File: src/rtl/hazard_stall_ctrl_if.sv
// Hazard/control bundle between the pipeline datapath and the stall sequencer.
// HAZARD_PERF_CNT_EN adds the performance counter outputs.
interface hazard_stall_ctrl_if;
  logic       id_ex_memread;
  logic [4:0] id_ex_rd;
  logic [4:0] if_id_rs1;
  logic [4:0] if_id_rs2;
  logic       if_id_use_rs1;
  logic       if_id_use_rs2;
  logic       ex_branch_taken;
  logic       ex_md_valid;
  logic       ext_stall;
  logic       pc_write;
  logic       if_id_write;
  logic       if_id_flush;
  logic       id_ex_write;
  logic       id_ex_flush;
  logic       ex_mem_write;
  logic       ex_mem_flush;
  logic       mem_wb_write;
  logic       md_busy;
  logic       md_done;
`ifdef HAZARD_PERF_CNT_EN
  logic [31:0] perf_stall_cycles;
  logic [31:0] perf_flush_count;
`endif

  // Datapath side: supplies hazard info, consumes the stage controls.
  modport master (
    output id_ex_memread, id_ex_rd, if_id_rs1, if_id_rs2, if_id_use_rs1, if_id_use_rs2,
    output ex_branch_taken, ex_md_valid, ext_stall,
    input  pc_write, if_id_write, if_id_flush, id_ex_write, id_ex_flush,
    input  ex_mem_write, ex_mem_flush, mem_wb_write, md_busy, md_done
`ifdef HAZARD_PERF_CNT_EN
    , input perf_stall_cycles, perf_flush_count
`endif
  );

  // Sequencer side.
  modport slave (
    input  id_ex_memread, id_ex_rd, if_id_rs1, if_id_rs2, if_id_use_rs1, if_id_use_rs2,
    input  ex_branch_taken, ex_md_valid, ext_stall,
    output pc_write, if_id_write, if_id_flush, id_ex_write, id_ex_flush,
    output ex_mem_write, ex_mem_flush, mem_wb_write, md_busy, md_done
`ifdef HAZARD_PERF_CNT_EN
    , output perf_stall_cycles, perf_flush_count
`endif
  );
endinterface

File: src/rtl/hazard_stall_ctrl.sv
// Pipeline stall/flush sequencer: load-use, redirect squash, multi-cycle mul/div, memory freeze.
// HAZARD_PERF_CNT_EN adds stall-cycle and flush counters.
module hazard_stall_ctrl #(
  parameter int unsigned MD_LAT = 4,
  parameter int unsigned CNT_W  = 4
) (
  input logic                clk,
  input logic                rst_n,
  hazard_stall_ctrl_if.slave hz
);

  typedef enum logic {StRun, StMdBusy} state_e;

  localparam logic [CNT_W-1:0] CntInit = CNT_W'(MD_LAT - 2);

  state_e           state_q, state_d;
  logic [CNT_W-1:0] cnt_q, cnt_d;
  logic             lu;
  logic pc_w, ifid_w, ifid_f, idex_w, idex_f, exmem_w, exmem_f, memwb_w, busy, done;

  assign lu = hz.id_ex_memread && (hz.id_ex_rd != 5'd0) &&
              ((hz.if_id_use_rs1 && (hz.if_id_rs1 == hz.id_ex_rd)) ||
               (hz.if_id_use_rs2 && (hz.if_id_rs2 == hz.id_ex_rd)));

  always_ff @(posedge clk or negedge rst_n) begin
    if (!rst_n) begin
      state_q <= StRun;
      cnt_q   <= '0;
    end else begin
      state_q <= state_d;
      cnt_q   <= cnt_d;
    end
  end

  always_comb begin
    state_d = state_q;
    cnt_d   = cnt_q;
    pc_w    = 1'b1;
    ifid_w  = 1'b1;
    ifid_f  = 1'b0;
    idex_w  = 1'b1;
    idex_f  = 1'b0;
    exmem_w = 1'b1;
    exmem_f = 1'b0;
    memwb_w = 1'b1;
    busy    = (state_q == StMdBusy);
    done    = 1'b0;

    if (hz.ext_stall) begin
      pc_w    = 1'b0;
      ifid_w  = 1'b0;
      idex_w  = 1'b0;
      exmem_w = 1'b0;
      memwb_w = 1'b0;
    end else if ((state_q == StRun && hz.ex_md_valid) || (state_q == StMdBusy && cnt_q != '0)) begin
      // Hold the op in EX, let older instructions drain, bubble into EX/MEM.
      pc_w    = 1'b0;
      ifid_w  = 1'b0;
      idex_w  = 1'b0;
      exmem_f = 1'b1;
      if (state_q == StRun) begin
        state_d = StMdBusy;
        cnt_d   = CntInit;
      end else begin
        cnt_d   = cnt_q - 1'b1;
      end
    end else begin
      if (state_q == StMdBusy) begin
        done    = 1'b1;
        state_d = StRun;
      end
      if (hz.ex_branch_taken) begin
        ifid_f = 1'b1;
        idex_f = 1'b1;
      end else if (lu) begin
        pc_w   = 1'b0;
        ifid_w = 1'b0;
        idex_f = 1'b1;
      end
    end

    if (!rst_n) begin
      pc_w    = 1'b0;
      ifid_w  = 1'b0;
      ifid_f  = 1'b0;
      idex_w  = 1'b0;
      idex_f  = 1'b0;
      exmem_w = 1'b0;
      exmem_f = 1'b0;
      memwb_w = 1'b0;
      busy    = 1'b0;
      done    = 1'b0;
    end
  end

  assign hz.pc_write     = pc_w;
  assign hz.if_id_write  = ifid_w;
  assign hz.if_id_flush  = ifid_f;
  assign hz.id_ex_write  = idex_w;
  assign hz.id_ex_flush  = idex_f;
  assign hz.ex_mem_write = exmem_w;
  assign hz.ex_mem_flush = exmem_f;
  assign hz.mem_wb_write = memwb_w;
  assign hz.md_busy      = busy;
  assign hz.md_done      = done;

`ifdef HAZARD_PERF_CNT_EN
  logic [31:0] perf_stall_q, perf_flush_q;

  always_ff @(posedge clk or negedge rst_n) begin
    if (!rst_n) begin
      perf_stall_q <= '0;
      perf_flush_q <= '0;
    end else begin
      if (!pc_w)  perf_stall_q <= perf_stall_q + 32'd1;
      if (ifid_f) perf_flush_q <= perf_flush_q + 32'd1;
    end
  end

  assign hz.perf_stall_cycles = perf_stall_q;
  assign hz.perf_flush_count  = perf_flush_q;
`endif

endmodule

File: src/flat_wrapper.sv
// flat-port wrapper written by rule: the top's interface ports become plain ports
module hazard_stall_ctrl_flat 
#(
  parameter int unsigned MD_LAT = 4,
  parameter int unsigned CNT_W  = 4
)
  (clk, rst_n, hz_id_ex_memread, hz_id_ex_rd, hz_if_id_rs1, hz_if_id_rs2, hz_if_id_use_rs1, hz_if_id_use_rs2, hz_ex_branch_taken, hz_ex_md_valid, hz_ext_stall, hz_pc_write, hz_if_id_write, hz_if_id_flush, hz_id_ex_write, hz_id_ex_flush, hz_ex_mem_write, hz_ex_mem_flush, hz_mem_wb_write, hz_md_busy, hz_md_done);
  hazard_stall_ctrl_if hz_i ();
  input logic clk;
  input logic rst_n;
  input wire logic [$bits(hz_i.id_ex_memread)-1:0] hz_id_ex_memread;
  input wire logic [$bits(hz_i.id_ex_rd)-1:0] hz_id_ex_rd;
  input wire logic [$bits(hz_i.if_id_rs1)-1:0] hz_if_id_rs1;
  input wire logic [$bits(hz_i.if_id_rs2)-1:0] hz_if_id_rs2;
  input wire logic [$bits(hz_i.if_id_use_rs1)-1:0] hz_if_id_use_rs1;
  input wire logic [$bits(hz_i.if_id_use_rs2)-1:0] hz_if_id_use_rs2;
  input wire logic [$bits(hz_i.ex_branch_taken)-1:0] hz_ex_branch_taken;
  input wire logic [$bits(hz_i.ex_md_valid)-1:0] hz_ex_md_valid;
  input wire logic [$bits(hz_i.ext_stall)-1:0] hz_ext_stall;
  output wire logic [$bits(hz_i.pc_write)-1:0] hz_pc_write;
  output wire logic [$bits(hz_i.if_id_write)-1:0] hz_if_id_write;
  output wire logic [$bits(hz_i.if_id_flush)-1:0] hz_if_id_flush;
  output wire logic [$bits(hz_i.id_ex_write)-1:0] hz_id_ex_write;
  output wire logic [$bits(hz_i.id_ex_flush)-1:0] hz_id_ex_flush;
  output wire logic [$bits(hz_i.ex_mem_write)-1:0] hz_ex_mem_write;
  output wire logic [$bits(hz_i.ex_mem_flush)-1:0] hz_ex_mem_flush;
  output wire logic [$bits(hz_i.mem_wb_write)-1:0] hz_mem_wb_write;
  output wire logic [$bits(hz_i.md_busy)-1:0] hz_md_busy;
  output wire logic [$bits(hz_i.md_done)-1:0] hz_md_done;
  assign hz_i.id_ex_memread = hz_id_ex_memread;
  assign hz_i.id_ex_rd = hz_id_ex_rd;
  assign hz_i.if_id_rs1 = hz_if_id_rs1;
  assign hz_i.if_id_rs2 = hz_if_id_rs2;
  assign hz_i.if_id_use_rs1 = hz_if_id_use_rs1;
  assign hz_i.if_id_use_rs2 = hz_if_id_use_rs2;
  assign hz_i.ex_branch_taken = hz_ex_branch_taken;
  assign hz_i.ex_md_valid = hz_ex_md_valid;
  assign hz_i.ext_stall = hz_ext_stall;
  assign hz_pc_write = hz_i.pc_write;
  assign hz_if_id_write = hz_i.if_id_write;
  assign hz_if_id_flush = hz_i.if_id_flush;
  assign hz_id_ex_write = hz_i.id_ex_write;
  assign hz_id_ex_flush = hz_i.id_ex_flush;
  assign hz_ex_mem_write = hz_i.ex_mem_write;
  assign hz_ex_mem_flush = hz_i.ex_mem_flush;
  assign hz_mem_wb_write = hz_i.mem_wb_write;
  assign hz_md_busy = hz_i.md_busy;
  assign hz_md_done = hz_i.md_done;
  hazard_stall_ctrl #(.MD_LAT(MD_LAT), .CNT_W(CNT_W)) u_core (.clk(clk), .rst_n(rst_n), .hz(hz_i));
endmodule
File: config.mk
export PLATFORM = sky130hd
export DESIGN_NAME = hazard_stall_ctrl_flat
export DESIGN_NICKNAME = d
export VERILOG_FILES = /design/src/rtl/hazard_stall_ctrl_if.sv /design/src/rtl/hazard_stall_ctrl.sv /design/src/flat_wrapper.sv
export SDC_FILE = /design/constraint.sdc
export NUM_CORES = 1
export LEC_CHECK = 0
export BUFFER_PORTS_ARGS = -buffer_cell sky130_fd_sc_hd__buf_2
export CAP_MARGIN = 0
export CORE_AREA = 2 2 39 41
export CTS_BUF_LIST = sky130_fd_sc_hd__clkbuf_4 sky130_fd_sc_hd__clkbuf_8 sky130_fd_sc_hd__clkbuf_16
export CTS_CLUSTER_DIAMETER = 30
export DETAILED_ROUTE_END_ITERATION = 8
export DIE_AREA = 0 0 41 43
export PLACE_DENSITY = 0.84
export REMOVE_ABC_BUFFERS = 1
export SYNTH_ARGS = -nofsm -noshare
export SYNTH_HDL_FRONTEND = slang
export SYNTH_SLANG_ARGS = --single-unit
File: constraint.sdc
create_clock -name clk -period 1.85 [get_ports clk]
set_input_delay 0 -clock clk [delete_from_list [all_inputs] [get_ports clk]]
set_output_delay 0 -clock clk [all_outputs]
set_load 0.005 [all_outputs]
==> metrics.yaml, run 1 <==
status:
  status: "finished clean"
routing:
  vias_per_cell: 5.14
  firstDrtPassIters: 2
  drc: 0
  ant_nets: 0
  vias: 555
  drt_iter0_drc: 2
  wirelength_um: 1230
  wl_per_cell_um: 11.4
yosys:
  yosys_warnings: 0
  ys_seq_elements: 5
  post_synth_mux_area_share_pct: 0
  synth_area_um2: 515
  synthDistinctLibCells: 31
  synth_cells: 57
  avgSynthCellArea_um2: 9.04
  synth_compound_area_share_pct: 20.1
  synth-edff-count: 0
  synth_simple_gate_area_share_pct: 29.6
  synthXorXnorAreaFrac_pct: 17.0
  ys_seq_area_share_pct: 24.3
  synth_ff_type: "dfrtp_1"
  synth_fa_ha_area_share_pct: 2.43
  synthArstFlopShare_pct: 100
  synth_top_family_by_area: "simple AND/OR/NAND/NOR gates"
clock_network:
  cts_tree: "built"
  clock-sinks: 5
  cts.reportedPaths.clkPinSlew_ns: 0.04
  cts_made_buffers: 3
  ctsLongestPathBuffers: 2
  clock_latency_ns: 0.24
  ctsHtreeMaxLevel: 1
  postCtsSetupBuffers: 0
  cts_root_buffer: "clkbuf_4"
grt:
  track_usage_pct: 16.5
  grt_pass1_vias: 494
  grt_overflow: 0
  grt_pass1_wl_um: 1940
  grt_start_max_net_pins: 9
  antenna_found_initial: 0
worst_setup_path:
  startpoint_type: "register"
  criticalPathCategory: "register to primary output"
  r2r_cells: 6
  ff2ff_setup_slack_ns: 0.42
  rr_endpoint: "u_core.cnt_q[3]"
  worstSetupEndpointType: "primary output"
  worstPathArrival_ns: 1.68
  cp_max_fo: 4
  r2r-start: "u_core.cnt_q[0]"
  required_ns: 1.85
pwr:
  irDropWorstVdd_mv: 0.401
  p_per_area_nw_per_um2: 882
  power.leakage_nw: 0.360
  p_total_mw: 0.636
place:
  gp_congestion: 0.773
  io_buffer_count: 32
  hpwl_um: 1050
sta:
  timing.final.crit_share_pct: 90.9
  fin_tns_setup_ns: 0
  tightest_slew_ns: 0.294
  max-slew-margin-rel_pct: 80.2
  slew_violations: 0
  rsz0062_at_grt: "no"
  max_freq_mhz: 595
  fin_crit_ns: 1.68
  finClkSkew_ns: 0.000698
  setup_violations: 0
  hold_violations: 0
final_layout:
  diodes: 0
  fill_cells: 127
  layout-drive-gt1-share_pct: 45.7
  layout_commonest_cell: "buf_2"
  synthToLayoutAreaGrowth_pct: 39.8
  nets: 117
  regArea_um2: 125
  multi_input_area_um2: 357
  layout_common_cells: "buf_2 (32), xor2_1 (8), inv_1 (5), o21ai_0 (5), dfrtp_1 (5)"
die:
  num_rows: 14
  die_h_um: 43
  initial_utilization_pct: 37.3
  die_area_um2: 1760
  ios: 33
  die_w_um: 41
  core_um2: 1380
min_path:
  holdPathStages: 2
  min_from: "hz_ext_stall"
  hp-class: "input port to register"
  whs_endpoint: "u_core.state_q"
run:
  drv_cap: 0
## power breakdown
| group | internal, mW | switching [mW] | leakage [nW] |
|---|---|---|---|
| clock network | 0.0964 | 0.0483 | 0.0184 |
| logic | 0.144 | 0.129 | 0.282 |
| registers | 0.156 | 0.0623 | 0.0598 |
| total | 0.397 | 0.239 | 0.360 |
## cells in the mapped netlist, drive strengths merged, types with 2 or more instances
cell type	number	area share, %
xor2	8	14
o31a	2	3.4
and2	3	3.9
nor4	3	4.9
a21oi	3	5.1
o21ai	6	5.8
nor2	3	2.2
dfrtp	5	24
buf	2	2.9
inv	5	3.6
xnor2	2	3.4
## critical path: stages, from the launching register on
cell	delay (ns)
dfrtp_1	0.38
inv_1	0.09
ha_1	0.22
nand4bb_4	0.16
a21oi_4	0.19
and2_2	0.16
o21bai_1	0.10
buf_2	0.13
## worst max-delay path by stage
stage | slack (ns) | end | cells after the start | startpoint
after floorplan | 0.55 | u_core.cnt_q[3] | 6 | u_core.cnt_q[0]
after global placement | 0.46 | hz_id_ex_flush | 7 | u_core.cnt_q[0]
after detailed placement | 0.43 | u_core.cnt_q[3] | 6 | u_core.cnt_q[0]
after CTS | 0.16 | hz_id_ex_flush | 7 | u_core.cnt_q[0]
after global routing | 0.06 | hz_id_ex_flush | 7 | u_core.cnt_q[0]
final | 0.17 | hz_id_ex_flush | 7 | u_core.cnt_q[0]
## flip-flops by register name, summed over array words and instances (netlist names)
signal,count
u_core.state_q,1
u_core.cnt_q,4
## metrics by stage
step                      instance area, um^2  hold slack (ns)  std cells  util (%)  setup WS, ns
after floorplan                           500           -0.296         55         -         0.548
after global placement                    681           -0.171        103      49.2         0.460
after detailed placement                  681           -0.165        103      49.2         0.428
after CTS                                 721           0.0687        108      52.1         0.158
after global routing                      721           0.0685        108      52.1        0.0599
final                                     721           0.0668        108      52.1         0.169
## metal layers
metal / up-vias / part of all wire [%] / global-route usage [%]
li1: 274 / - / -
met5: - / 0 / 0
met4: 0 / 0.98 / 8.00
met1: 245 / 38 / 17.4
met3: 2 / 9.8 / 5.24
met2: 34 / 51 / 27.5
## cell families after synthesis
kind of cell | Yosys count
adder cells (fa/ha/maj) | 1
AO/OA/AOI/OAI | 15
XOR/XNOR | 10
flip-flops | 5
AND/OR/NAND/NOR | 19
buffers and inverters | 7
## area by class of cell
class / count / share of cell area [%]
Clock buffer: 4 / 4.17
Inverter: 5 / 2.60
Multi-Input combinational cell: 45 / 49.5
Sequential cell: 5 / 17.4
Tap cell: 16 / 2.78
Timing Repair Buffer: 33 / 23.6
## what timing repair did
item | CTS | global route
hold buffers | 1 | 0
hold endpoints to repair | 5 | 0
gates resized for setup | 0 | 0
Note: power is estimated with default switching activity, not from simulation.
==> run 2, diff against run 1 <==
--- a/config.mk
+++ b/config.mk
@@ -14,6 +14,7 @@
 export DIE_AREA = 0 0 41 43
 export PLACE_DENSITY = 0.84
 export REMOVE_ABC_BUFFERS = 1
+export SETUP_SLACK_MARGIN = 0.4
 export SYNTH_ARGS = -nofsm -noshare
 export SYNTH_HDL_FRONTEND = slang
 export SYNTH_SLANG_ARGS = --single-unit
==> metrics.yaml, run 2 (same netlist as run 1, synthesis figures left out) <==
sta:
  hold_violations: 0
  rsz0062_at_grt: "yes"
  setup_violations: 0
  finClkSkew_ns: 0.00156
  fin_tns_setup_ns: 0
  holdWs_ns: 0.0738
  fin_crit_ns: 1.52
  slew_violations: 0
  max_freq_mhz: 656
  tightest_slew_ns: 0.358
  timing.final.crit_share_pct: 82.3
  max-slew-margin-rel_pct: 75.9
  worst_slack_ns: 0.327
grt:
  antenna_found_initial: 0
  grt_start_max_net_pins: 8
  grt_pass1_vias: 530
  grt_overflow: 0
  track_usage_pct: 18.1
  grt_pass1_wl_um: 2110
final_layout:
  final_cells: 116
  diodes: 0
  top_register: "u_core.cnt_q"
  design_area_um2: 807
  multi_input_area_um2: 382
  synthToLayoutAreaGrowth_pct: 56.6
  layout-drive-gt1-share_pct: 56.0
  layout_commonest_cell: "buf_2"
  largest_register_ffs: 4
  top_regs: "u_core.cnt_q: 4 flops, u_core.state_q: 1 flops"
  nets: 125
  layout_common_cells: "buf_2 (32), xor2_1 (8), buf_4 (8)"
  regArea_um2: 126
  utilization_pct: 58.3
  fill_cells: 122
routing:
  vias: 601
  ant_nets: 0
  drc: 0
  firstDrtPassIters: 4
  drt_iter0_drc: 7
  wl_per_cell_um: 13.2
  vias_per_cell: 5.18
  wirelength_um: 1530
worst_setup_path:
  startpoint_type: "register"
  r2r-start: "u_core.cnt_q[1]"
  ff2ff_setup_slack_ns: 0.40
  rr_endpoint: "u_core.cnt_q[0]"
  path_cells: "inv_2 > ha_4 > nand4bb_4 > a21oi_4 > and2_4 > o21bai_1 > buf_2"
  worstSetupEndpointType: "primary output"
  slowest_stage: "dfrtp_1"
  r2r_cells: 7
  worstSetupStartpoint: "u_core.cnt_q[1]"
  required_ns: 1.85
  critical_path.max_stage_delay_ns: 0.39
  cp_max_fo: 3
  criticalPathCategory: "register to primary output"
  worstPathArrival_ns: 1.52
run:
  drv_cap: 0
die:
  die_w_um: 41
  ios: 33
  die_h_um: 43
  core_um2: 1380
  num_rows: 14
  die_area_um2: 1760
  initial_utilization_pct: 37.3
place:
  dp.cells: 103
  hpwl_um: 1050
  dpl_cell_area_um2: 681
  io_buffer_count: 32
  gp_congestion: 0.773
  pre_cts_ws_ns: 0.428
pwr:
  p_total_mw: 0.810
  p_per_area_nw_per_um2: 1000
  irDropWorstVdd_mv: 0.460
  power.leakage_nw: 0.398
min_path:
  holdPathStages: 2
  hp-class: "input port to register"
  whs_endpoint: "u_core.state_q"
  min_from: "hz_ext_stall"
clock_network:
  cts_root_buffer: "clkbuf_4"
  ctsHtreeMaxLevel: 1
  clock-sinks: 5
  cts_tree: "built"
  cts.reportedPaths.clkPinSlew_ns: 0.04
  cts_made_buffers: 3
  clock_latency_ns: 0.25
  ctsLongestPathBuffers: 2
status:
  status: "finished clean"
## run 2: changes by cell type in the layout (fill, tap and decap cells not counted), sizes merged
cell,previous run,this run
buf,32,40
## run 2: final cells by class
| type | instances | share of cell area (%) |
|---|---|---|
| Inverter | 5 | 2.33 |
| Multi-Input combinational cell | 45 | 47.3 |
| Timing Repair Buffer | 41 | 28.5 |
| Tap cell | 16 | 2.48 |
| Sequential cell | 5 | 15.7 |
| Clock buffer | 4 | 3.72 |
## run 2: worst max-delay path by stage
stage,endpoint,slack [ns]
after detailed placement,u_core.cnt_q[3],0.43
after CTS,hz_id_ex_flush,0.34
after floorplan,u_core.cnt_q[3],0.55
after global routing,hz_id_ex_flush,0.25
after global placement,hz_id_ex_flush,0.46
final,hz_id_ex_flush,0.33
## run 2: worst max-delay path: cells and delay by family (launching register included)
kind	cells	cell delay (ns)
flops	1	0.39
simple gates	2	0.28
compound gates	2	0.24
buf+inv	2	0.21
fa+ha+maj	1	0.14
## run 2: metal layers
layer / track usage [%] / part of all wire (%) / vias up
met5: 0 / 0 / -
met4: 8.00 / 1.9 / 0
met3: 5.24 / 8.3 / 4
met2: 31.3 / 55 / 35
met1: 18.7 / 35 / 272
li1: - / - / 290
## run 2: repair_timing
action                                  CTS  global route
hold buffers                              1             0
gates cloned                              0             0
buffers inserted                          5             3
pin swaps                                 4             0
gates resized for setup                   7             3
endpoints found under the setup margin    5             7
hold endpoints to repair                  5             0
## run 2: where the power goes
| part | switching (mW) | total, mW | internal, mW | leakage [nW] |
|---|---|---|---|---|
| clock network | 0.0517 | 0.148 | 0.0966 | 0.0184 |
| registers | 0.0540 | 0.211 | 0.157 | 0.0588 |
| logic | 0.201 | 0.451 | 0.250 | 0.321 |
==> run 3, diff against run 2 <==
--- a/config.mk
+++ b/config.mk
@@ -7,12 +7,11 @@
 export LEC_CHECK = 0
 export BUFFER_PORTS_ARGS = -buffer_cell sky130_fd_sc_hd__buf_2
 export CAP_MARGIN = 0
-export CORE_AREA = 2 2 39 41
+export CORE_UTILIZATION = 36
 export CTS_BUF_LIST = sky130_fd_sc_hd__clkbuf_4 sky130_fd_sc_hd__clkbuf_8 sky130_fd_sc_hd__clkbuf_16
 export CTS_CLUSTER_DIAMETER = 30
 export DETAILED_ROUTE_END_ITERATION = 8
-export DIE_AREA = 0 0 41 43
-export PLACE_DENSITY = 0.84
+export PLACE_DENSITY = 0.82
 export REMOVE_ABC_BUFFERS = 1
 export SETUP_SLACK_MARGIN = 0.4
 export SYNTH_ARGS = -nofsm -noshare
==> constraint.sdc (replaced) <==
create_clock -name clk -period 1.4 [get_ports clk]
set_input_delay 0 -clock clk [delete_from_list [all_inputs] [get_ports clk]]
set_output_delay 0 -clock clk [all_outputs]
set_load 0.005 [all_outputs]
==> metrics.yaml, run 3 (same netlist as run 1, synthesis figures left out) <==
final_layout:
  top_regs: "u_core.cnt_q: 4 flops, u_core.state_q: 1 flops"
  utilization_pct: 65.4
  synthToLayoutAreaGrowth_pct: 67.2
  layout-drive-gt1-share_pct: 61.2
  design_area_um2: 862
  diodes: 0
  top_register: "u_core.cnt_q"
  layout_common_cells: "buf_2 (31), xor2_1 (8), buf_4 (8)"
  layout_commonest_cell: "buf_2"
  nets: 128
  largest_register_ffs: 4
routing:
  vias: 587
  firstDrtPassIters: 4
  ant_nets: 0
  dr_wl_met3_um: 82
  met1_length_um: 625
  wl_met2_um: 799
  routed.top_layer: "met4"
  wirelength_um: 1530
  drt_iter0_drc: 6
  vias_per_cell: 4.97
  drc: 0
  wl_per_cell_um: 13.0
clock_network:
  ctsHtreeMaxLevel: 1
  cts_root_buffer: "clkbuf_4"
  cts_tree: "built"
  clock-sinks: 5
  clock_latency_ns: 0.25
  ctsLongestPathBuffers: 2
  cts.reportedPaths.clkPinSlew_ns: 0.05
  cts_made_buffers: 3
status:
  status: "finished, violations left"
  failed_checks: "negative setup slack"
sta:
  hold_violations: 0
  max_freq_mhz: 652
  fin_crit_ns: 1.53
  slew_violations: 0
  holdWs_ns: 0.0932
  rsz0062_at_grt: "yes"
  tightest_slew_ns: 0.349
  finClkSkew_ns: 0.00184
  worst_slack_ns: -0.133
  timing.final.crit_share_pct: 109
  setup_violations: 8
  max-slew-margin-rel_pct: 76.5
run:
  drv_cap: 0
worst_setup_path:
  worstPathArrival_ns: 1.53
  required_ns: 1.40
  path_cells: "inv_2 > ha_4 > nand4bb_4 > a21oi_4 > and2_4 > o21bai_1 > buf_2"
  cp_max_fo: 3
  ff2ff_setup_slack_ns: -0.07
  r2r-start: "u_core.cnt_q[0]"
  rr_endpoint: "u_core.cnt_q[1]"
  criticalPathCategory: "register to primary output"
  startpoint_type: "register"
  worstSetupEndpointType: "primary output"
  slowest_stage: "dfrtp_1"
  critical_path.max_stage_delay_ns: 0.38
  r2r_cells: 7
die:
  die_w_um: 39.8
  core_um2: 1320
  die_h_um: 39.8
  die_area_um2: 1590
  num_rows: 13
  initial_utilization_pct: 39.1
  ios: 33
place:
  io_buffer_count: 32
  hpwl_um: 1090
  gp_congestion: 0.772
  dpl_cell_area_um2: 717
grt:
  antenna_found_initial: 0
  grt_overflow: 0
  grt_pass1_vias: 438
  track_usage_pct: 20.8
  grt_pass1_wl_um: 1990
  grt_start_max_net_pins: 7
pwr:
  power.leakage_nw: 0.424
  p_per_area_nw_per_um2: 1290
  irDropWorstVdd_mv: 0.971
min_path:
  min_from: "hz_ext_stall"
  whs_endpoint: "u_core.state_q"
  hp-class: "input port to register"
  holdPathStages: 2
## run 3: through the flow
step | TNS [ns] | setup slack, ns | power, mW | std cells
after floorplan | 0 | 0.0979 | 0.524 | 55
after global placement | 0 | 0.0256 | 0.710 | 107
after detailed placement | -0.0214 | -0.0214 | 0.722 | 107
after CTS | -0.234 | -0.129 | 1.04 | 117
after global routing | -1.40 | -0.239 | 1.22 | 118
final | -0.367 | -0.133 | 1.11 | 118
## run 3: per-layer routing
layer | up-vias | global-route usage (%)
met5 | - | 0
met4 | 0 | 9.48
met3 | 6 | 11.4
met2 | 15 | 30.3
met1 | 269 | 24.4
li1 | 297 | -
## run 3: critical path, delay by kind of cell, from the launching register on
| kind | cells | cell delay, ns |
|---|---|---|
| AND/OR/NAND/NOR | 2 | 0.30 |
| adder cells (fa/ha/maj) | 1 | 0.14 |
| flip-flops | 1 | 0.38 |
| buffers and inverters | 2 | 0.21 |
| AO/OA/AOI/OAI | 2 | 0.26 |
## run 3: worst max-delay path by stage
stage,from,to,cells after the start
global route,u_core.cnt_q[0],hz_id_ex_flush,7
global placement,u_core.cnt_q[0],u_core.cnt_q[2],6
finish,u_core.cnt_q[0],hz_id_ex_flush,7
CTS,u_core.cnt_q[0],hz_id_ex_flush,7
detailed placement,u_core.cnt_q[0],u_core.cnt_q[2],6
floorplan,u_core.cnt_q[0],u_core.cnt_q[3],6
## run 3: cell type report
class,instances,area [um^2]
fill,116,455
clock inverter,1,5.00
timing repair buffer,44,270
multi-input combinational,45,402
clock buffer,3,22.5
sequential,5,125
tap,15,18.8
inverter,5,18.8
## run 3: timing repair
item	in CTS	in global routing
hold buffers	1	0
gates resized for setup	13	8
buffers inserted	5	1
endpoints found under the hold margin	5	0
pin swaps	8	3
setup endpoints to repair	13	13
## run 3: where the power goes
part / leakage [nW] / switching (mW) / internal, mW / total (mW)
logic: 0.347 / 0.304 / 0.382 / 0.686
clock network: 0.0177 / 0.0654 / 0.104 / 0.169
registers: 0.0598 / 0.0489 / 0.206 / 0.255
